[src/rtl/lock_sequencer.sv]
// Button-driven code lock: debounce, digit capture, compare, open/lockout timing.
// Optional LOCK_LOCKOUT_EN builds the lockout state after MAX_FAILS misses.
module lock_sequencer #(
  parameter int CODE_LEN = 3,
  parameter logic [3*CODE_LEN-1:0] CODE = {3'd2, 3'd3, 3'd1},
  parameter int DEBOUNCE_CYCLES = 500,
  parameter int ENTRY_TIMEOUT = 20000,
  parameter int UNLOCK_CYCLES = 5000,
  parameter int MAX_FAILS = 3,
  parameter int LOCKOUT_CYCLES = 50000
) (
  input  logic       clk,
  input  logic       reset,
  input  logic       d1,
  input  logic       d2,
  input  logic       d3,
  input  logic       d4,
  input  logic       d5,
  output logic       unlock,
  output logic       lock,
  output logic       lockout,
  output logic [2:0] digit_count,
  output logic [2:0] last_digit,
  output logic [2:0] fail_count
);

  localparam int W = 3 * CODE_LEN;
  localparam int DW = $clog2(DEBOUNCE_CYCLES + 1);
  localparam int TM1 = (ENTRY_TIMEOUT > UNLOCK_CYCLES) ?
                       ENTRY_TIMEOUT : UNLOCK_CYCLES;
  localparam int TMAX = (TM1 > LOCKOUT_CYCLES) ? TM1 : LOCKOUT_CYCLES;
  localparam int TW = $clog2(TMAX + 1);
  localparam logic [DW-1:0] DLAST = DW'(DEBOUNCE_CYCLES - 1);
  localparam logic [2:0] CL = 3'(CODE_LEN);
  localparam logic [2:0] MF = 3'(MAX_FAILS);

  typedef enum logic [2:0] {
    LOCKED, ENTRY, CHECK, OPEN, LOCKOUT
  } state_t;

  logic [4:0]    raw, s1, s2, deb, deb_q, ev;
  logic [DW-1:0] dcnt [5];
  logic          hit, multi;
  logic [2:0]    val, fc_inc;

  state_t        state, state_n;
  logic [TW-1:0] timer, timer_n;
  logic [2:0]    dc, dc_n, ld, ld_n, fc, fc_n;
  logic [W-1:0]  digits, digits_n;

  assign raw = {d5, d4, d3, d2, d1};

  always_ff @(posedge clk) begin
    if (reset) begin
      s1    <= '0;
      s2    <= '0;
      deb   <= '0;
      deb_q <= '0;
      ev    <= '0;
      for (int i = 0; i < 5; i++) dcnt[i] <= '0;
    end else begin
      s1    <= raw;
      s2    <= s1;
      deb_q <= deb;
      ev    <= deb & ~deb_q;
      for (int i = 0; i < 5; i++) begin
        if (s2[i] == deb[i]) begin
          dcnt[i] <= '0;
        end else if (dcnt[i] == DLAST) begin
          deb[i]  <= s2[i];
          dcnt[i] <= '0;
        end else begin
          dcnt[i] <= dcnt[i] + 1'b1;
        end
      end
    end
  end

  // Two or more buttons in one cycle collapse to digit 0.
  always_comb begin
    hit   = |ev;
    multi = |(ev & (ev - 5'd1));
    val   = 3'd0;
    if (!multi) begin
      unique case (1'b1)
        ev[0]:   val = 3'd1;
        ev[1]:   val = 3'd2;
        ev[2]:   val = 3'd3;
        ev[3]:   val = 3'd4;
        ev[4]:   val = 3'd5;
        default: val = 3'd0;
      endcase
    end
  end

  assign fc_inc = (fc == 3'd7) ? 3'd7 : fc + 3'd1;

  always_comb begin
    state_n  = state;
    timer_n  = timer;
    dc_n     = dc;
    ld_n     = ld;
    fc_n     = fc;
    digits_n = digits;
    unique case (state)
      LOCKED: begin
        if (hit) begin
          digits_n = (digits << 3) | W'(val);
          ld_n     = val;
          dc_n     = 3'd1;
          timer_n  = '0;
          state_n  = (CL == 3'd1) ? CHECK : ENTRY;
        end
      end
      ENTRY: begin
        if (hit) begin
          digits_n = (digits << 3) | W'(val);
          ld_n     = val;
          dc_n     = dc + 3'd1;
          timer_n  = '0;
          if (dc + 3'd1 == CL) state_n = CHECK;
        end else if (timer == TW'(ENTRY_TIMEOUT - 1)) begin
          dc_n    = 3'd0;
          state_n = LOCKED;
        end else begin
          timer_n = timer + 1'b1;
        end
      end
      CHECK: begin
        dc_n    = 3'd0;
        timer_n = '0;
        if (digits == CODE) begin
          fc_n    = 3'd0;
          state_n = OPEN;
        end else begin
          fc_n    = fc_inc;
          state_n = LOCKED;
`ifdef LOCK_LOCKOUT_EN
          if (fc_inc >= MF) state_n = LOCKOUT;
`endif
        end
      end
      OPEN: begin
        if (timer == TW'(UNLOCK_CYCLES - 1)) begin
          timer_n = '0;
          state_n = LOCKED;
        end else begin
          timer_n = timer + 1'b1;
        end
      end
`ifdef LOCK_LOCKOUT_EN
      LOCKOUT: begin
        if (timer == TW'(LOCKOUT_CYCLES - 1)) begin
          timer_n = '0;
          fc_n    = 3'd0;
          state_n = LOCKED;
        end else begin
          timer_n = timer + 1'b1;
        end
      end
`endif
      default: state_n = LOCKED;
    endcase
  end

  always_ff @(posedge clk) begin
    if (reset) begin
      state   <= LOCKED;
      timer   <= '0;
      dc      <= '0;
      ld      <= '0;
      fc      <= '0;
      digits  <= '0;
      unlock  <= 1'b0;
      lock    <= 1'b1;
      lockout <= 1'b0;
    end else begin
      state   <= state_n;
      timer   <= timer_n;
      dc      <= dc_n;
      ld      <= ld_n;
      fc      <= fc_n;
      digits  <= digits_n;
      unlock  <= (state_n == OPEN);
      lock    <= (state_n != OPEN);
`ifdef LOCK_LOCKOUT_EN
      lockout <= (state_n == LOCKOUT);
`else
      lockout <= 1'b0;
`endif
    end
  end

`ifndef LOCK_LOCKOUT_EN
  logic unused_mf;
  assign unused_mf = ^MF;
`endif

  assign digit_count = dc;
  assign last_digit  = ld;
  assign fail_count  = fc;

endmodule
[config.mk]
export PLATFORM = sky130hd
export DESIGN_NAME = lock_sequencer
export DESIGN_NICKNAME = d
export VERILOG_FILES = /design/src/rtl/lock_sequencer.sv
export SDC_FILE = /design/constraint.sdc
export NUM_CORES = 1
export LEC_CHECK = 0
export ABC_AREA = 1
export CORE_ASPECT_RATIO = 2
export CORE_MARGIN = 3
export CORE_UTILIZATION = 65
export DETAILED_ROUTE_END_ITERATION = 10
export HOLD_SLACK_MARGIN = 0.05
export PLACE_DENSITY = 0.83
export SYNTH_ARGS = -nofsm -noshare
export SYNTH_HDL_FRONTEND = slang
export SYNTH_SLANG_ARGS = --single-unit
[constraint.sdc]
create_clock -name clk -period 4.1 [get_ports clk]
set_input_delay 1.025 -clock clk [delete_from_list [all_inputs] [get_ports clk]]
set_output_delay 1.025 -clock clk [all_outputs]
set_load 0.02 [all_outputs]
==> results.json <==
{
  "outcome": "completed",
  "grt_pass1_wl_um": 16500,
  "synth_area_per_cell_um2": 8.04,
  "clk_pin_slew_ns": 0.07,
  "cpMaxStageDelayCell": "inv_1",
  "critPathArrivalTime_ns": 2.84,
  "min_path_type": "register to register",
  "cts_setup_buffers": 0,
  "ctsResizeCount": 0,
  "reg2reg_slack_ns": 2.23,
  "via_per_inst": 5.21,
  "cts_tree": "done",
  "cts_buffer_depth": 2,
  "finalSetupViolCount": 0,
  "top_layer_used": "met4",
  "fmax_mhz": 382,
  "drtAntennaViolNets": 0,
  "p_leak_nw": 2.47,
  "wl_met3_um": 267,
  "start_util": 0.674,
  "worstMarginPinSlew_ns": 0.645,
  "die_w_um": 68.8,
  "crit_chain": "clkdlybuf4s50_1 > inv_1 > o21ai_0 > a21oi_1 > nand2_1 > a21oi_1 > o21a_1",
  "crit_path_frequent_cell": "a21oi_1",
  "dr_wl_met2_um": 5830,
  "grt_max_degree": 32,
  "overflow": 0,
  "totalPowerFinal_mw": 2.16,
  "ys_seq_area_frac": 0.502,
  "path_class": "input pin to register",
  "cp-end-kind": "register",
  "finalCriticalPeriod_ns": 2.62,
  "yosysTopAreaCell": "edfxtp_1",
  "rows": 45,
  "fin_worst_skew_ns": 0.00387,
  "grt_use_total": 0.240,
  "synth-warning-count": 0,
  "r2r-start": "timer[0]",
  "n_antenna_cell": 0,
  "numCtsBuffers": 9,
  "hold_violations": 0,
  "dp_hpwl_um": 7440,
  "required_ns": 4.32,
  "drive_above_1_share": 0.0697,
  "fin_nets": 714,
  "cts_hold_buffers": 0,
  "slew_headroom": 0.570,
  "syn_inst": 637,
  "gp_congestion": 0.807,
  "ir_drop_mv": 0.321,
  "path_max_fanout": 22,
  "cts_root_buf": "clkbuf_16",
  "rr_worst_depth": 12,
  "ios": 19,
  "clock_sinks": 106,
  "max_stage_delay_ns": 0.48,
  "first_pass_iters": 4,
  "drt-met1-wl_um": 3660,
  "synthTopCellsByArea": "edfxtp_1 26%, dfxtp_1 24%, nand2_1 8.4%",
  "rr_endpoint": "timer[11]",
  "powerDensity_nw_per_um2": 370,
  "area_growth_pct": 13.9,
  "setup_tns_ns": 0,
  "grt_pass1_vias": 4107,
  "cp-startpoint": "reset",
  "rsz0062_at_grt": "no",
  "htreeDepth": 3,
  "timing.max_cap.violations": 0,
  "clk_latency_ns": 0.34,
  "synth.top_cell.area_share": 0.264,
  "synthFlopType": "dfxtp_1",
  "ys_seq_elements": 106,
  "fin_crit_sh": 0.638,
  "routedWlPerCell_um": 12.7,
  "endpoint": "dcnt[3][7]",
  "drtIter0Drc": 208,
  "fillers": 563,
  "drc": 0,
  "synth_edf_count": 45,
  "min_delay_path_depth": 1,
  "grt_antenna_before_repair": 0,
  "async_flop_share": 0,
  "finalMaxSlewViolations": 0,
  "vias": 4155,
  "io_buffer_count": 17,
  "drt_wl_total_um": 10100,
  "synth_common_cells": "114 x nand2_1, 107 x nor2_1, 85 x inv_1",
  "dieArea_um2": 9040,
  "yosysMostFrequentCell": "nand2_1",
  "startpoint_type": "input pin",
  "synth_cell_types": 40,
  "coreArea_um2": 7600,
  "fp.dieH_um": 132,
  "synth_area_um2": 5120
}
-- report_power, final --
part / internal, mW / switching (mW) / total [mW]
registers: 1.12 / 0.0198 / 1.14
logic: 0.0280 / 0.0543 / 0.0823
clock network: 0.569 / 0.363 / 0.932
total: 1.72 / 0.437 / 2.16
-- registers in the layout (all words and copies together) (netlist names) --
register and count:
dcnt 45, timer 16, digits 7, deb 5, deb_q 5, ev 5
s1 5, s2 5, digit_count 3, fail_count 3, state 3, last_digit 2
lock 1, unlock 1
-- routing by layer --
layer,vias up,track usage
li1,2133,-
met1,1939,0.211
met2,58,0.464
met3,25,0.0496
met4,0,0.117
met5,-,0
-- worst max-delay path, delay by kind of cell --
family / cells / cell delay [ns]
AOI/OAI and AO/OA: 4 / 0.70
buffers and inverters: 2 / 0.90
and+or+nand+nor: 1 / 0.21
-- layout by cell type (no fill, tap or decap), types with 2 or more instances in the layout --
cell,count
xnor2_1,3
o21bai_1,2
a21oi_1,41
nor2_1,107
buf_4,2
a31oi_1,2
nand2_1,114
inv_1,85
edfxtp_1,45
inv_2,6
nand3_1,37
bufinv_16,2
o211ai_1,2
or2_2,6
o21a_1,4
nor3_1,18
nor2_4,3
ha_1,9
a21oi_2,2
nand4_1,9
nand2_2,4
clkbuf_16,10
clkinv_2,3
xor2_1,10
nor3b_1,6
nand3b_1,2
nor2_2,6
dfxtp_1,61
conb_1,47
clkdlybuf4s50_1,17
a22oi_1,3
o21ai_0,25
-- kinds of logic (layout without fill, tap and decap cells) --
family | count (synthesis) | count (layout) | share of synthesized area
AO/OA/AOI/OAI | 84 | 84 | 0.0909
XOR/XNOR | 13 | 13 | 0.0222
adder cells (fa/ha/maj) | 9 | 9 | 0.0220
buffers and inverters | 106 | 127 | 0.0858
flip-flops | 106 | 106 | 0.502
other | 2 | 47 | 0.00147
AND/OR/NAND/NOR | 317 | 317 | 0.275
-- through the flow --
step	utilization	area, um^2	worst slack, ns	hold slack, ns	cells
3_5_place_dp	0.724	5500	1.12	0.386	781
2_1_floorplan	-	5290	2.18	0.373	682
4_1_cts	0.767	5830	1.47	0.398	797
3_3_place_gp	0.724	5500	1.18	0.380	781
5_1_grt	0.767	5830	1.23	0.410	797
6_report	0.767	5830	1.48	0.396	797
-- cell type report --
type	instances	area [um^2]	area share
Clock buffer	11	254	0.0436
Clock inverter	5	75.1	0.0129
Inverter	92	348	0.0597
Multi-Input combinational cell	470	2280	0.391
Sequential cell	106	2570	0.441
Tap cell	94	118	0.0202
Timing Repair Buffer	19	185	0.0318
-- how the worst min path moves through the flow --
stage / from / end / slack, ns
floorplan: deb_q[4] / ev[4] / 0.37
global placement: deb_q[3] / ev[3] / 0.38
detailed placement: deb_q[4] / ev[4] / 0.39
CTS: deb_q[4] / ev[4] / 0.40
global route: deb_q[3] / ev[3] / 0.41
finish: deb_q[1] / ev[1] / 0.40
Note: power is estimated with default switching activity, not from simulation.
